### src/rtl/medidor_pkg.sv
// Shared definitions for the ultrasonic distance meter: state encoding,
// default timing parameters and a counter-width helper.
package medidor_pkg;

   typedef enum logic [2:0] {
      REPOUSO  = 3'd0,
      DISPARO  = 3'd1,
      ESPERA   = 3'd2,
      CONTAGEM = 3'd3,
      FIM      = 3'd4
   } estado_t;

   // Defaults assume a 50 MHz clk.
   localparam int N_PADRAO              = 12;
   localparam int TRIG_CICLOS_PADRAO    = 500;
   localparam int CICLOS_CM_PADRAO      = 2941;
   localparam int TIMEOUT_CICLOS_PADRAO = 1500000;

   // Counter width for a terminal value; never below one bit.
   function automatic int largura(input int terminal);
      return (terminal < 2) ? 1 : $clog2(terminal);
   endfunction

endpackage

### src/rtl/sincronizador_2ff.sv
// Two-flop synchronizer for a single asynchronous input line.
module sincronizador_2ff (
   input  logic clk,
   input  logic reset,
   input  logic d,
   output logic q
);

   logic [1:0] ff;

   always_ff @(posedge clk or posedge reset) begin
      if (reset) ff <= 2'b00;
      else       ff <= {ff[0], d};
   end

   assign q = ff[1];

endmodule

### src/rtl/medidor_distancia.sv
// Ultrasonic range meter: fires a trigger pulse, times the echo pulse and
// reports whole centimetres, or full scale with timeout when no echo ends.
module medidor_distancia
   import medidor_pkg::*;
#(
   parameter int N              = N_PADRAO,
   parameter int TRIG_CICLOS    = TRIG_CICLOS_PADRAO,
   parameter int CICLOS_CM      = CICLOS_CM_PADRAO,
   parameter int TIMEOUT_CICLOS = TIMEOUT_CICLOS_PADRAO
) (
   input  logic         clk,
   input  logic         reset,
   input  logic         medir,
   input  logic         echo,
   output logic         trigger,
   output logic [N-1:0] distancia,
   output logic         pronto,
   output logic         timeout,
   output logic         ocupado
);

   localparam int TRIG_W = largura(TRIG_CICLOS);
   localparam int SUB_W  = largura(CICLOS_CM);
   localparam int TMO_W  = largura(TIMEOUT_CICLOS);

   localparam logic [TRIG_W-1:0] TRIG_FIM = TRIG_W'(TRIG_CICLOS - 1);
   localparam logic [SUB_W-1:0]  SUB_FIM  = SUB_W'(CICLOS_CM - 1);
   localparam logic [TMO_W-1:0]  TMO_FIM  = TMO_W'(TIMEOUT_CICLOS - 1);

   estado_t           estado;
   logic              echo_s;
   logic              echo_ant;
   logic [TRIG_W-1:0] trig_cnt;
   logic [SUB_W-1:0]  sub_cnt;
   logic [N-1:0]      cm_cnt;
   logic [TMO_W-1:0]  tmo_cnt;

   sincronizador_2ff u_sinc_echo (
      .clk   (clk),
      .reset (reset),
      .d     (echo),
      .q     (echo_s)
   );

   assign ocupado = (estado != REPOUSO);

   always_ff @(posedge clk or posedge reset) begin
      if (reset) begin
         estado    <= REPOUSO;
         echo_ant  <= 1'b0;
         trigger   <= 1'b0;
         pronto    <= 1'b0;
         timeout   <= 1'b0;
         distancia <= '0;
         trig_cnt  <= '0;
         sub_cnt   <= '0;
         cm_cnt    <= '0;
         tmo_cnt   <= '0;
      end else begin
         echo_ant <= echo_s;
         pronto   <= 1'b0;
         case (estado)
            REPOUSO: begin
               if (medir) begin
                  estado   <= DISPARO;
                  trigger  <= 1'b1;
                  trig_cnt <= '0;
               end
            end
            DISPARO: begin
               if (trig_cnt == TRIG_FIM) begin
                  estado  <= ESPERA;
                  trigger <= 1'b0;
                  tmo_cnt <= '0;
               end else begin
                  trig_cnt <= trig_cnt + 1'b1;
               end
            end
            ESPERA: begin
               if (tmo_cnt == TMO_FIM) begin
                  estado    <= FIM;
                  distancia <= '1;
                  timeout   <= 1'b1;
                  pronto    <= 1'b1;
               end else begin
                  tmo_cnt <= tmo_cnt + 1'b1;
                  // Only a fresh rise counts; an echo already high stays ignored.
                  if (echo_s && !echo_ant) begin
                     estado  <= CONTAGEM;
                     sub_cnt <= SUB_W'(1);
                     cm_cnt  <= '0;
                  end
               end
            end
            CONTAGEM: begin
               // Expiry is checked first so it wins over a coincident echo fall.
               if (tmo_cnt == TMO_FIM) begin
                  estado    <= FIM;
                  distancia <= '1;
                  timeout   <= 1'b1;
                  pronto    <= 1'b1;
               end else if (!echo_s) begin
                  estado    <= FIM;
                  distancia <= cm_cnt;
                  timeout   <= 1'b0;
                  pronto    <= 1'b1;
               end else begin
                  tmo_cnt <= tmo_cnt + 1'b1;
                  if (sub_cnt == SUB_FIM) begin
                     sub_cnt <= '0;
                     if (cm_cnt != '1) cm_cnt <= cm_cnt + 1'b1;
                  end else begin
                     sub_cnt <= sub_cnt + 1'b1;
                  end
               end
            end
            FIM: begin
               estado <= REPOUSO;
            end
            default: begin
               estado  <= REPOUSO;
               trigger <= 1'b0;
            end
         endcase
      end
   end

endmodule

### config.mk
export PLATFORM = sky130hd
export DESIGN_NAME = medidor_distancia
export DESIGN_NICKNAME = d
export VERILOG_FILES = /design/src/rtl/medidor_pkg.sv /design/src/rtl/sincronizador_2ff.sv /design/src/rtl/medidor_distancia.sv
export SDC_FILE = /design/constraint.sdc
export NUM_CORES = 1
export LEC_CHECK = 0
export ABC_AREA = 1
export CORE_UTILIZATION = 63
export CTS_BUF_LIST = sky130_fd_sc_hd__clkbuf_2 sky130_fd_sc_hd__clkbuf_4 sky130_fd_sc_hd__clkbuf_8
export DETAILED_ROUTE_END_ITERATION = 6
export GPL_TIMING_DRIVEN = 0
export PLACE_DENSITY = 0.89
export SLEW_MARGIN = 0
export SYNTH_ARGS = -nofsm -noshare
export SYNTH_HDL_FRONTEND = slang
export SYNTH_SLANG_ARGS = --single-unit
### constraint.sdc
create_clock -name clk -period 2.5 [get_ports clk]
set_input_delay 0.25 -clock clk [delete_from_list [all_inputs] [get_ports clk]]
set_output_delay 0.25 -clock clk [all_outputs]
set_load 0.05 [all_outputs]
Word level (Yosys, flattened, before mapping)

Index checks and enable logic that the tools add are counted.

Input bits: 4
Register bits: 75
Word-level logic and storage cells: 94

Reduce and logical (&&, ||, !) cells: 15
Bitwise operators: 1
Add/sub/neg operators: 4
Multiplexer cells: 43
Equal/unequal tests: 20

Operator list:

| kind                                           | number |
|---|---|
| 2-to-1 mux 12 bit                              | 14 |
| 2-to-1 mux 21 bit                              | 4 |
| case mux 12 bit (2 select lines)               | 3 |
| case mux 21 bit (3 select lines)               | 1 |
| adder 12 x 1 -> 12 bit (second input constant) | 2 |
| adder 21 x 1 -> 21 bit (second input constant) | 1 |
| == test 21 bit (second input constant)         | 1 |
| 2-to-1 mux 3 bit                               | 6 |
| 2-to-1 mux 9 bit                               | 2 |
| != test 2 bit (second input constant)          | 9 |
| case mux 9 bit (2 select lines)                | 1 |
| == test 12 bit (second input constant)         | 1 |
| != test 12 bit (second input constant)         | 1 |
| case mux 3 bit (4 select lines)                | 1 |
| AND reduction 5 bit                            | 2 |
| adder 9 x 1 -> 9 bit (second input constant)   | 1 |
| == test 9 bit (second input constant)          | 1 |
| AND reduction 3 bit                            | 3 |
| 2-to-1 mux 1 bit                               | 8 |
| AND reduction 7 bit                            | 1 |
| == test 3 x 2 -> 1 bit (second input constant) | 2 |
| != test 3 bit (second input constant)          | 2 |
| nonzero test 3 bit                             | 2 |
| case mux 1 bit (2 select lines)                | 2 |
| other kinds (11)                               | 12 |

Depth between registers and ports, before layout

Gate-level depths: netlist (run 1).

Word-level depth: 6
Mapped depth: 12
Gate-level depth less buffers: 12

By module

From an unflattened synthesis (run 1), not the netlist that was laid out.

Cell total of the unflattened synthesis: 688
Area, all modules: 4,710.8 µm²

Modules (own cells, without submodules):

| module            | instances | cells each | area each (µm²) |
|---|---|---|---|
| medidor_distancia | 1         | 685        | 4,657.0 |
| sincronizador_2ff | 1         | 3          | 53.8 |

Worst setup path before layout (run 1)

OpenSTA, ideal clock, no wires.

Path type: flip-flop to flip-flop
Start point: register tmo_cnt[0]
End point: register cm_cnt[5]
Stages on the path, launching flop included: 10
Path slack: 0.910 ns
Required time: 2.383 ns
Arrival: 1.473 ns
Path through: dfrtp_1 -> ha_1 -> nand3_4 -> nor2_4 -> nand3_4 -> nand4_4 -> nor2_2 -> buf_4 -> nand2_1 -> nand2_1

Cells in the longest elaborated chain, start to end: 3
Elaborated cells between the ends (all ways): 4
Those cells by class: 3 x eq/ne; 1 x reduce/logical

Ends and longest elaborated chain:

| element                                  | line                                             | source |
|---|---|---|
| start: declaration                       | medidor_distancia.sv:36                          | `logic [TMO_W-1:0] tmo_cnt;` |
| start signal: assignment                 | medidor_distancia.sv:86                          | `tmo_cnt <= tmo_cnt + 1'b1;` |
| start signal: assignment                 | medidor_distancia.sv:108                         | `tmo_cnt <= tmo_cnt + 1'b1;` |
| == test 21 bit (*)                       | medidor_distancia.sv:80, medidor_distancia.sv:97 |  |
| != test 2 bit (no source line)           | --                                               |  |
| AND reduction 7 bit (no source line) (*) | --                                               |  |
| end signal: assignment                   | medidor_distancia.sv:111                         | `if (cm_cnt != '1) cm_cnt <= cm_cnt + 1'b1;` |
| end: declaration                         | medidor_distancia.sv:35                          | `logic [N-1:0] cm_cnt;` |

Every way passes the cells marked *; elsewhere a longest branch is shown, timed or not.
A chain may end at the register's enable or synchronous reset.

Final worst setup path (run 1)

Start point: register estado[2]
End point: output ocupado

Cells in the longest elaborated chain, start to end: 1

Ends and longest elaborated chain:

| element                  | line                    | source |
|---|---|---|
| start: declaration       | medidor_distancia.sv:30 | `estado_t estado;` |
| start signal: assignment | medidor_distancia.sv:49 | `estado <= REPOUSO;` |
| start signal: assignment | medidor_distancia.sv:65 | `estado <= DISPARO;` |
| start signal: assignment | medidor_distancia.sv:72 | `estado <= ESPERA;` |
| nonzero test 3 bit       | medidor_distancia.sv:45 | `assign ocupado = (estado != REPOUSO);` |
| end: declaration         | medidor_distancia.sv:19 | `output logic ocupado` |

No other way between the ends.

==> reports/qor.yml, run 1 <==
cts_sinks: 75
worst_pin_slew_ns: 0.5170
drc: 0
clock_path_buffers: 2
clkPwrFrac_pct: 23.2
post_cts.repair.setup_buffers: 0
globalRoute.totalOverflow: 0
dp_cells: 728
routed-wl-met3_um: 723
wl_met2_mm: 4.716
post-route-period-util_pct: 88.33
cts_tree: "built"
reg2reg_from: "tmo_cnt[0]"
ys_async_sr_fraction_pct: 100.0
max_slew_margin_pct: 65.17
postRouteAntennaNets: 0
fin_crit_ns: 2.208
syn-num-nets: 621
p_total_mw: 4.591
power.internal_mw: 2.617
seq_area_frac_synth_pct: 41.88
p_sw_share_pct: 43.01
vias: 4168
path_clk_slew_ns: 0.08
track_usage_pct: 29.34
final_cells: 744
crit_arrival_ns: 1.96
combPwrFrac_pct: 43.4
dieArea_um2: 7455
cts-root-buf: "clkbuf_8"
startpoint_type: "register"
rrSetupSlack_ns: 0.59
avgViaCountPerCell: 5.602
num_antenna_cells: 0
fmax_ghz: 0.4529
htree_num_levels: 3
ctsHoldBuffers: 0
wire_per_inst_um: 13.57
fin_ws_ns: 0.2918
skew_ns: 0.01141
p_seq_share_pct: 33.4
synth_edf_count: 0
io_buffers: 19
cts-resized-gates: 0
setup_viol: 0
status: "finished, final reports clean"
rsz0062_at_grt: "false"
wl_mm: 10.10
cap_violations: 0
area_growth_pct: 12.65
synth_area_um2: 4482
switchingPower_mw: 1.975
p_per_area_nw_per_um2: 909.4
synth.ff_latch_count: 75
first_pass_iters: 7
ys.flop_type: "dfrtp_1"
routedLengthMet1_mm: 4.467
netlist_instances: 612
core.rowCount: 30
max-vdd-ir-drop_uv: 851.4
antenna_found_initial: 0
required_ns: 2.25
r2r-end: "cm_cnt[6]"
highest_layer: "met4"
core_um2: 6832
die_w_um: 86.35
finalHoldViolations: 0
io_pins: 20
pre_cts_ws_ns: 0.6485
dp.final_hpwl_mm: 7.141
fin_nets: 652
gp_congestion: 0.9660
drt_iter0_markers: 379
hold_path.class: "in2async"
crit_type: "reg2out"
drive_above_1_share_pct: 9.722
slew_violations: 0
p_leak_nw: 2.255
final_util_pct: 73.90
yosysWarnings: 0
synth_cell_types: 40
avgSynthCellArea_um2: 7.323
grt_max_degree: 53
fillCellCount: 517
cts_buffers: 9
crit_path_max_fanout: 7
clock_latency_ns: 0.36
grt_pass1_vias: 3780
initial_core_util_pct: 65.60
grt_first_pass_wirelength_mm: 17.33
die_height_um: 86.35
r2r_cells: 10
crit_path_end_kind: "primary output"
-- per-layer routing --
metal  vias up  GRT usage (%)
li1       2038              -
met1      1931          41.34
met2       178          46.10
met3        21          4.952
met4         0          10.30
met5         -              0
-- synth_stat cells (3+ instances only) --
cell | count | area [µm²]
nor2_1 | 81 | 304.0
buf_6 | 5 | 56.30
inv_1 | 51 | 191.4
nor2_2 | 5 | 31.28
xnor2_1 | 4 | 35.03
or2_2 | 4 | 25.02
a21oi_1 | 20 | 100.1
buf_4 | 7 | 52.55
nor3_1 | 9 | 45.04
ha_1 | 5 | 62.56
nand3_4 | 3 | 52.55
nand2_1 | 196 | 735.7
nor2_4 | 3 | 33.78
nand4_1 | 19 | 118.9
xor2_1 | 8 | 70.07
nand3_1 | 43 | 215.2
dfrtp_1 | 75 | 1877
o21ai_0 | 23 | 115.1
o21ai_1 | 22 | 110.1
inv_2 | 3 | 11.26
-- worst max-delay path: stages (launching register included) --
cell and delay [ns]:
dfrtp_1 0.51, inv_1 0.11, nand2_2 0.15, clkdlybuf4s50_1 0.82
-- sequential cells by signal, indices dropped and copies added (netlist names) --
register / flops
cm_cnt: 12
distancia: 12
echo_ant: 1
estado: 3
pronto: 1
sub_cnt: 12
timeout: 1
tmo_cnt: 21
trig_cnt: 9
trigger: 1
u_sinc_echo.ff: 2
-- layout make-up --
class,instances,area [µm²],share of cell area [%]
multi-input cells,467,2276,45.08
flip-flops and latches,75,1877,37.17
repair buffers,20,217.7,4.312
inverters,55,209.0,4.139
clock buffers,10,137.6,2.726
plain buffers,15,122.6,2.429
well taps,96,120.1,2.379
clock inverters,6,88.84,1.760
-- cells in the final DEF, fill, tap and decap left out, types with 3 or more instances in the layout --
master / instances
nand2_1: 196
inv_1: 50
o21ai_0: 23
or2_2: 4
a21oi_1: 20
buf_6: 5
nor2_1: 81
nor3_1: 9
nor2_4: 3
o21ai_1: 22
nand3_4: 3
ha_1: 5
clkdlybuf4s50_1: 19
clkbuf_8: 10
nand3_1: 43
xnor2_1: 4
dfrtp_1: 75
inv_2: 3
buf_4: 7
xor2_1: 8
nand4_1: 19
nor2_2: 5
-- metrics by stage --
stage          hold slack, ns  cell area, µm²  setup TNS, ns
6_report               0.2135            5049              0
5_1_grt                0.2489            5049              0
4_1_cts                0.2307            5049              0
3_5_place_dp           0.3627            4822              0
3_3_place_gp           0.3668            4792         -66.17
2_1_floorplan          0.2814            4482              0
-- power by group through the flow --
stage          Sequential [mW]  Combinational, mW  Clock [mW]
6_report                  1.53               1.99        1.06
5_1_grt                   1.55               2.17        1.12
4_1_cts                   1.53               2.00        1.07
3_5_place_dp              1.55               1.98           0
3_3_place_gp              1.54               1.92           0
2_1_floorplan             1.74               1.25           0
-- how the worst max path moves through the flow --
stage                     depth (start not counted)       start     endpoint  slack, ns
after floorplan                                   1       reset    cm_cnt[0]       0.34
after global placement                            2       reset  tmo_cnt[10]      -0.89
after detailed placement                          9  tmo_cnt[0]    cm_cnt[7]       0.65
after CTS                                         3   estado[2]      ocupado       0.30
after global routing                              3   estado[2]      ocupado       0.19
final                                             3   estado[2]      ocupado       0.29
-- kinds of logic (layout without fill, tap and decap cells) --
kind of cell	after synthesis	in the layout	synth area share, %
AND/OR/NAND/NOR	377	377	38.22
flip-flops	75	75	41.88
AO/OA/AOI/OAI	73	73	8.822
buffers and inverters	70	106	7.342
XOR/XNOR	12	12	2.345
adder cells (fa/ha/maj)	5	5	1.396
No activity file was read; power rests on OpenSTA's default activity.
==> run 2: changes to the inputs <==
--- a/config.mk
+++ b/config.mk
@@ -6,6 +6,7 @@
 export NUM_CORES = 1
 export LEC_CHECK = 0
 export ABC_AREA = 1
+export CORE_ASPECT_RATIO = 1.2
 export CORE_UTILIZATION = 63
 export CTS_BUF_LIST = sky130_fd_sc_hd__clkbuf_2 sky130_fd_sc_hd__clkbuf_4 sky130_fd_sc_hd__clkbuf_8
 export DETAILED_ROUTE_END_ITERATION = 6
==> run 2 against run 1 <==
Compared with the run above: worst hold slack gained 0.13 ns; count of clock-buffer cells in the layout shrank 1; die area is essentially flat; clock power is essentially flat.
==> reports/qor.yml, run 2 (synthesis results as in run 1) <==
grt_max_degree: 76
cts_sinks: 75
hold_ws_ns: 0.3478
drt_iter0_markers: 274
finalHoldViolations: 0
avgViaCountPerCell: 5.691
crit_arrival_ns: 1.97
crit_path_max_fanout: 7
post_cts.repair.setup_buffers: 0
dieArea_um2: 7457
crit_type: "reg2out"
crit_path_end_kind: "primary output"
antenna_found_initial: 0
gp_congestion: 0.9417
num_antenna_cells: 0
grt_first_pass_wirelength_mm: 17.54
cts-resized-gates: 0
area_growth_pct: 11.75
core_um2: 6854
fmax_ghz: 0.4513
hold_path.class: "in2reg"
cts-root-buf: "clkbuf_8"
crit_family: "buffers and inverters"
path_cells: "inv_1, nand2_2, clkdlybuf4s50_1"
path_clk_slew_ns: 0.08
p_leak_nw: 2.240
io_pins: 20
die_height_um: 94.40
io_buffers: 19
worst_pin_slew_ns: 0.9149
setup_viol: 0
slowest_delay_ns: 0.82
initial_core_util_pct: 65.39
max-vdd-ir-drop_uv: 850.6
die_w_um: 79.00
htree_num_levels: 3
final_cell_mix: "nand2_1, nor2_1, dfrtp_1"
design_area_um2: 5009
clock_path_buffers: 2
dp.final_hpwl_mm: 6.864
final_common_cell: "nand2_1"
postRouteAntennaNets: 0
skew_ns: 0.01109
status: "finished, final reports clean"
cts_buffers: 9
core.rowCount: 33
crit_slowest_cell: "clkdlybuf4s50_1"
grt_pass1_vias: 3917
rsz0062_at_grt: "false"
required_ns: 2.25
fin_nets: 651
drc: 0
post-route-period-util_pct: 88.64
cts_tree: "built"
largest_reg_flops: 21
track_usage_pct: 29.66
wire_per_inst_um: 13.79
ctsHoldBuffers: 0
max_slew_margin_pct: 39.01
placed_area_um2: 4783
drive_above_1_share_pct: 9.583
clock_latency_ns: 0.36
cap_violations: 0
fin_crit_ns: 2.216
first_pass_iters: 5
globalRoute.totalOverflow: 0
startpoint_type: "register"
p_per_area_nw_per_um2: 914.5
critPathBufInv: 2
slew_violations: 0
vias: 4177
top_register: "tmo_cnt"
wl_mm: 10.12
==> run 2: layer usage <==
metal,vias to the layer above,share of wire (%),wire (µm),GRT usage (%)
li1,2046,-,-,-
met1,1958,44,4496,39.28
met2,156,48,4899,48.49
met3,17,5.5,556,4.155
met4,0,1.7,171,13.03
met5,-,0,0,0
==> run 2: cell type report <==
type	count	area, µm²
fillers	549	1846
clock inverters	7	101.3
plain buffers	15	122.6
clock buffers	9	123.9
flip-flops and latches	75	1877
inverters	55	209.0
multi-input cells	467	2276
well taps	87	108.9
repair buffers	19	190.2
==> run 2: power by group <==
part	switching, mW	internal [mW]
Sequential	0.161	1.37
Combinational	1.34	0.649
Clock	0.490	0.568
Total	1.99	2.59
==> run 2: path summary, 6_finish.rpt <==
kind                                    from           endpoint  slack [ns]  cells after the start
setup / recovery                   estado[2]            ocupado        0.28                      3
hold / removal                          echo  u_sinc_echo.ff[0]        0.35                      1
setup reg to reg                  tmo_cnt[0]          cm_cnt[3]        0.56                     10
hold reg to reg            u_sinc_echo.ff[0]  u_sinc_echo.ff[1]        0.36                      0
max in group asynchronous              reset          cm_cnt[3]        1.46                      2
min in group asynchronous              reset        trig_cnt[7]        0.45                      2
==> run 2: worst reg2reg max path, cell delays in order, from the launching register on <==
cell	delay, ns
dfrtp_1	0.48
ha_1	0.33
nand3_4	0.16
inv_1	0.17
nand3_1	0.09
nor2_1	0.15
o211ai_1	0.13
nand3_2	0.10
buf_6	0.14
nand2_1	0.05
nand2_1	0.06
==> run 2: metrics by stage <==
stage	instances	setup WS (ns)	setup TNS (ns)	power (mW)	utilization [%]
floorplan	612	0.3400	0	2.996	-
global route	734	0.1884	0	4.862	73.07
CTS	734	0.2708	0	4.590	73.07
finish	734	0.2840	0	4.580	73.07
global placement	718	-0.8059	-60.14	3.453	69.75
detailed placement	718	0.6170	0	3.521	69.79
